### src/rtl/aes_key_expand_seq.sv
// Sequential AES key-schedule engine for AES-128/192/256.
// Produces one 32-bit schedule word per clock, packs groups of four words into
// 128-bit round keys 0..Nr and streams them out with a valid/ready handshake.
//
// Ports:
//   clk, rst           clock, asynchronous active-high reset
//   start              begin expansion (sampled only while idle)
//   key_len            00=128, 01=192, 10=256, 11=invalid
//   key                cipher key, MSB-first (shorter keys use the upper bits)
//   abort              synchronous cancel back to idle
//   rk, rk_round       round key (w[4r] in [127:96]) and its index r
//   rk_valid, rk_ready round-key handshake
//   busy               high outside idle
//   done               one-cycle pulse after round Nr is accepted
//   err                one-cycle pulse on a rejected start
module aes_key_expand_seq #(
  parameter int unsigned MAX_KEY_BITS = 256
) (
  input  logic         clk,
  input  logic         rst,
  input  logic         start,
  input  logic [1:0]   key_len,
  input  logic [255:0] key,
  input  logic         abort,
  output logic [127:0] rk,
  output logic [3:0]   rk_round,
  output logic         rk_valid,
  input  logic         rk_ready,
  output logic         busy,
  output logic         done,
  output logic         err
);

  typedef enum logic [0:0] {StIdle, StGen} state_e;

  localparam bit Allow192 = (MAX_KEY_BITS >= 192);
  localparam bit Allow256 = (MAX_KEY_BITS >= 256);

  // Element 255 holds S(0x00), so the table is indexed with the inverted byte.
  localparam logic [255:0][7:0] SBOX = {
    256'h637c777bf26b6fc53001672bfed7ab76ca82c97dfa5947f0add4a2af9ca472c0,
    256'hb7fd9326363ff7cc34a5e5f171d8311504c723c31896059a071280e2eb27b275,
    256'h09832c1a1b6e5aa0523bd6b329e32f8453d100ed20fcb15b6acbbe394a4c58cf,
    256'hd0efaafb434d338545f9027f503c9fa851a3408f929d38f5bcb6da2110fff3d2,
    256'hcd0c13ec5f974417c4a77e3d645d197360814fdc222a908846eeb814de5e0bdb,
    256'he0323a0a4906245cc2d3ac629195e479e7c8376d8dd54ea96c56f4ea657aae08,
    256'hba78252e1ca6b4c6e8dd741f4bbd8b8a703eb5664803f60e613557b986c11d9e,
    256'he1f8981169d98e949b1e87e9ce5528df8ca1890dbfe6426841992d0fb054bb16
  };

  function automatic logic [7:0] sbox(input logic [7:0] x);
    return SBOX[~x];
  endfunction

  function automatic logic [31:0] sub_word(input logic [31:0] w);
    return {sbox(w[31:24]), sbox(w[23:16]), sbox(w[15:8]), sbox(w[7:0])};
  endfunction

  state_e              state_q, state_d;
  logic [5:0]          cnt_q, cnt_d;       // schedule word index i
  logic [2:0]          pos_q, pos_d;       // i mod Nk
  logic [7:0]          rcon_q, rcon_d;
  logic [1:0]          klen_q, klen_d;
  logic [255:0]        key_q, key_d;       // shifts left one word per key-word emitted
  logic [7:0][31:0]    win_q, win_d;       // win[k] = w[i-1-k]
  logic [2:0][31:0]    acc_q, acc_d;       // first three words of the current group
  logic                fin_q, fin_d;       // all 4*(Nr+1) words generated
  logic [127:0]        rk_q, rk_d;
  logic [3:0]          round_q, round_d;
  logic                valid_q, valid_d;
  logic                done_q, done_d;
  logic                err_q, err_d;

  logic [5:0]  nk;
  logic [2:0]  nk_m1;
  logic [3:0]  nr;
  logic [5:0]  last_word;
  logic [31:0] w_prev, w_nk, sub_in, sub_out, w_new;
  logic        hs, stall, gen, len_ok;

  always_comb begin
    case (klen_q)
      2'b01: begin
        nk = 6'd6; nk_m1 = 3'd5; nr = 4'd12; last_word = 6'd51; w_nk = win_q[5];
      end
      2'b10: begin
        nk = 6'd8; nk_m1 = 3'd7; nr = 4'd14; last_word = 6'd59; w_nk = win_q[7];
      end
      default: begin
        nk = 6'd4; nk_m1 = 3'd3; nr = 4'd10; last_word = 6'd43; w_nk = win_q[3];
      end
    endcase

    case (key_len)
      2'b00:   len_ok = 1'b1;
      2'b01:   len_ok = Allow192;
      2'b10:   len_ok = Allow256;
      default: len_ok = 1'b0;
    endcase

    hs    = valid_q && rk_ready;
    stall = valid_q && !rk_ready;
    gen   = (state_q == StGen) && !abort && !fin_q && !stall;

    // One shared SubWord (four S-boxes); RotWord applied only on Nk boundaries.
    w_prev  = win_q[0];
    sub_in  = (pos_q == 3'd0) ? {w_prev[23:0], w_prev[31:24]} : w_prev;
    sub_out = sub_word(sub_in);

    if (cnt_q < nk) begin
      w_new = key_q[255:224];
    end else if (pos_q == 3'd0) begin
      w_new = w_nk ^ sub_out ^ {rcon_q, 24'h0};
    end else if (klen_q == 2'b10 && pos_q == 3'd4) begin
      w_new = w_nk ^ sub_out;
    end else begin
      w_new = w_nk ^ w_prev;
    end
  end

  always_comb begin
    state_d = state_q;
    cnt_d   = cnt_q;
    pos_d   = pos_q;
    rcon_d  = rcon_q;
    klen_d  = klen_q;
    key_d   = key_q;
    win_d   = win_q;
    acc_d   = acc_q;
    fin_d   = fin_q;
    rk_d    = rk_q;
    round_d = round_q;
    valid_d = valid_q;
    done_d  = 1'b0;
    err_d   = 1'b0;

    case (state_q)
      StIdle: begin
        if (start) begin
          if (len_ok) begin
            state_d = StGen;
            key_d   = key;
            klen_d  = key_len;
            cnt_d   = 6'd0;
            pos_d   = 3'd0;
            rcon_d  = 8'h01;
            fin_d   = 1'b0;
          end else begin
            err_d = 1'b1;
          end
        end
      end
      StGen: begin
        if (abort) begin
          state_d = StIdle;
          valid_d = 1'b0;
          cnt_d   = 6'd0;
          fin_d   = 1'b0;
        end else begin
          if (hs) begin
            valid_d = 1'b0;
            if (round_q == nr) begin
              state_d = StIdle;
              done_d  = 1'b1;
              cnt_d   = 6'd0;
              fin_d   = 1'b0;
            end
          end
          if (gen) begin
            win_d = {win_q[6:0], w_new};
            key_d = {key_q[223:0], 32'h0};
            pos_d = (pos_q == nk_m1) ? 3'd0 : pos_q + 3'd1;
            if (cnt_q >= nk && pos_q == 3'd0) begin
              rcon_d = {rcon_q[6:0], 1'b0} ^ (rcon_q[7] ? 8'h1b : 8'h00);
            end
            if (cnt_q == last_word) begin
              fin_d = 1'b1;
            end else begin
              cnt_d = cnt_q + 6'd1;
            end
            case (cnt_q[1:0])
              2'd0: acc_d[0] = w_new;
              2'd1: acc_d[1] = w_new;
              2'd2: acc_d[2] = w_new;
              default: begin
                rk_d    = {acc_q[0], acc_q[1], acc_q[2], w_new};
                round_d = cnt_q[5:2];
                valid_d = 1'b1;
              end
            endcase
          end
        end
      end
      default: state_d = StIdle;
    endcase
  end

  always_ff @(posedge clk or posedge rst) begin
    if (rst) begin
      state_q <= StIdle;
      cnt_q   <= '0;
      pos_q   <= '0;
      rcon_q  <= '0;
      klen_q  <= '0;
      key_q   <= '0;
      win_q   <= '0;
      acc_q   <= '0;
      fin_q   <= 1'b0;
      rk_q    <= '0;
      round_q <= '0;
      valid_q <= 1'b0;
      done_q  <= 1'b0;
      err_q   <= 1'b0;
    end else begin
      state_q <= state_d;
      cnt_q   <= cnt_d;
      pos_q   <= pos_d;
      rcon_q  <= rcon_d;
      klen_q  <= klen_d;
      key_q   <= key_d;
      win_q   <= win_d;
      acc_q   <= acc_d;
      fin_q   <= fin_d;
      rk_q    <= rk_d;
      round_q <= round_d;
      valid_q <= valid_d;
      done_q  <= done_d;
      err_q   <= err_d;
    end
  end

  assign rk       = rk_q;
  assign rk_round = round_q;
  assign rk_valid = valid_q;
  assign busy     = (state_q == StGen);
  assign done     = done_q;
  assign err      = err_q;

endmodule

### config.mk
export PLATFORM = sky130hd
export DESIGN_NAME = aes_key_expand_seq
export DESIGN_NICKNAME = d
export VERILOG_FILES = /design/src/rtl/aes_key_expand_seq.sv
export SDC_FILE = /design/constraint.sdc
export NUM_CORES = 2
export LEC_CHECK = 0
export BUFFER_PORTS_ARGS = -buffer_cell sky130_fd_sc_hd__buf_2
export CORE_ASPECT_RATIO = 0.7
export CORE_UTILIZATION = 25
export DETAILED_ROUTE_END_ITERATION = 8
export SYNTH_ARGS = -nofsm -noshare
export SYNTH_HDL_FRONTEND = slang
export SYNTH_SLANG_ARGS = --single-unit
### constraint.sdc
create_clock -name clk -period 30.7 [get_ports clk]
set_clock_uncertainty 0.2 [all_clocks]
set_input_delay 4.605 -clock clk [delete_from_list [all_inputs] [get_ports clk]]
set_output_delay 4.605 -clock clk [all_outputs]
set_load 0.03 [all_outputs]
==> reports/results.ini <==
[run_status]
status=complete, no violations

[worst_setup_path]
crit_buf_inv=5
critPathSlowestCell=buf_4
critPathKind=in -> async
regToRegSetupSlack_ns=23.16
cp.required_ns=31.14
crit_top_cell=buf_4
endpoint_kind=async pin
path_max_fanout=170
slowest_delay_ns=0.90
critPathLaunchType=input port
arrival_ns=8.22
crit_family=buffers and inverters
path_cells=buf_2 -> inv_8 -> buf_4 -> buf_12 -> buf_4

[global_route]
grt_max_degree=257
track_usage=0.227
grt_pass1_wl_um=325000
antenna_found_initial=12
globalRouteOverflowTotal=0
first_global_vias=44400

[synth]
avgSynthCellArea_sq_um=8.11
yosysTopAreaCell=dfrtp_1
synth_edf_count=0
yosysMostFrequentCell=nand2_1
syn_inst=5860
yosys_warnings=0
synth_top_area_share=0.402
synth_top_flop_cell=dfrtp_1
syn-num-nets=6168
ys_seq_area_frac=0.402
synth_cell_types=102
synthTopCellsByArea=dfrtp_1, nand2_1, mux2i_1, a21oi_1, nor2_1
synthTopCellsByCount=nand2_1, dfrtp_1, nor2_1
ys_ff_latch=764
synth_area_sq_um=47500
postSynth.asyncResetShare=1.00

[floorplanning]
dieArea_sq_um=192000
die_x_um=523
initial_core_util=0.252
io_pins=399
die_y_um=367
coreArea_sq_um=188000
rows=133

[cts]
cts_setup_buffers=0
cts_made_buffers=71
clock_sinks=764
cts_root_buf=clkbuf_16
cts_tree=yes
clock_path_buffers=3
cts_hold_buffers=0
path_clk_slew_ns=0.07
clkLatencyLatePin_ns=0.69
cts.repair.resized=0
htreeDepth=3

[timing]
finalWorstSetupSlack_ns=22.92
drv_slew=0
rsz0062_at_grt=false
finalSetupViolCount=0
finalSetupTns_ns=0
fmax_mhz=129
final-hold-violation-count=0
period_share=0.253
worst_pin_slew_ns=1.34
hold_slack_ns=0.254
post-route-min-period_ns=7.78
max_slew_margin=0.0992

[run]
cap_violations=0

[placement]
port_buffers=398
hpwl_um=158000
gp_congestion=0.993
pre_cts_ws_ns=22.16

[drt]
drt_pass1_iterations=7
dr.first_iter.drc_count=7368
drtAntennaViolNets=0
vias=48200
via_per_inst=5.64
wl_per_cell_um=26.5
drcViolationCount=0
routed_wl_um=226000

[min_path]
worstHoldPathType=reg -> reg

[final_layout]
drive_gt1_frac=0.144
fin_util=0.289
finalNetCount=6292
syn_to_final_growth_pct=14.7

## path summary, 6_finish.rpt
kind | end | start | cells past startpoint
hold / removal | win_q[65]$_DFFE_PP0P_ | win_q[33]$_DFFE_PP0P_ | 2
max in group clk | acc_q[73]$_DFFE_PP0P_ | pos_q[0]$_DFFE_PP0P_ | 19
hold reg to reg | win_q[65]$_DFFE_PP0P_ | win_q[33]$_DFFE_PP0P_ | 2
setup / recovery | rk[114]$_DFFE_PP0P_ | rst | 5
setup reg to reg | acc_q[73]$_DFFE_PP0P_ | pos_q[0]$_DFFE_PP0P_ | 19
min in group asynchronous | key_q[6]$_DFFE_PP0P_ | rst | 2
## placed cells by master, fill, tap and decap left out, types with 28 or more instances in the layout
cell type  instances
mux2i_1          325
buf_2            398
a22oi_1           97
o211ai_1          89
a221oi_1          39
o221ai_1          28
a211oi_1          96
ha_1              44
a311oi_1          35
buf_4            171
xnor2_1           33
nor2_1           564
o31ai_1           39
o21ai_0          306
clkbuf_16         72
mux2_2            81
o22ai_1           40
dfrtp_1          763
a21oi_1          448
inv_1             52
nand2b_1          32
nand3_1          102
a31oi_1           80
nor3_1            87
nand2_1         1425
## per-stage QoR
step | cells | area, sq um
2_1_floorplan | 5860 | 47500
3_3_place_gp | 8408 | 52100
3_5_place_dp | 8408 | 52100
4_1_cts | 8538 | 54500
5_1_grt | 8545 | 54500
6_report | 8545 | 54500
## sequential cells by signal, summed over array words and instances (netlist names), 2 cells and up
register,count
pos_q,3
w_prev,32
rk,128
cnt_q,6
key_q,256
win_q,224
klen_q,2
rk_round,4
rcon_q,8
acc_q,96
## area by class of cell
cell class,instances,area (sq um)
flip-flops and latches,764,19100
clock inverters,29,408
diodes,7,17.5
repair buffers,571,3320
well taps,2497,3120
inverters,58,225
multi-input cells,4518,26300
clock buffers,101,2020
fillers,20200,134000
## worst register-to-register path: stages, from the launching register on
cell      delay [ns]
dfrtp_1         0.39
inv_1           0.07
ha_1            0.19
buf_4           0.26
nand2b_4        0.52
buf_4           0.74
mux2_2          0.74
clkinv_1        0.31
buf_4           0.29
ha_1            0.42
inv_1           0.26
a211oi_1        0.14
a211oi_1        0.35
a211oi_1        0.10
a311oi_1        0.34
nor4_1          0.11
o41ai_1         0.62
xnor2_1         0.37
o21ai_2         0.76
mux2_2          0.30
## metal layers
metal / GRT usage / wire, um / share of wire
met3: 0.0642 / 25200 / 0.11
met4: 0.0623 / 6620 / 0.029
met5: 0 / 11 / 0.000049
met2: 0.300 / 88500 / 0.39
met1: 0.350 / 106000 / 0.47
## logic make-up after synthesis
kind of cell             Yosys count  synth area share
AO/OA/AOI/OAI                   1634             0.227
adder cells (fa/ha/maj)           45            0.0118
flip-flops                       764             0.402
AND/OR/NAND/NOR                 2362             0.204
XOR/XNOR                          46           0.00863
multiplexers                     431            0.0947
buffers and inverters            578            0.0513
Power is left out: the tool's default activity adds up to more than one toggle a clock period on the data nets, which glitch-free logic cannot reach.
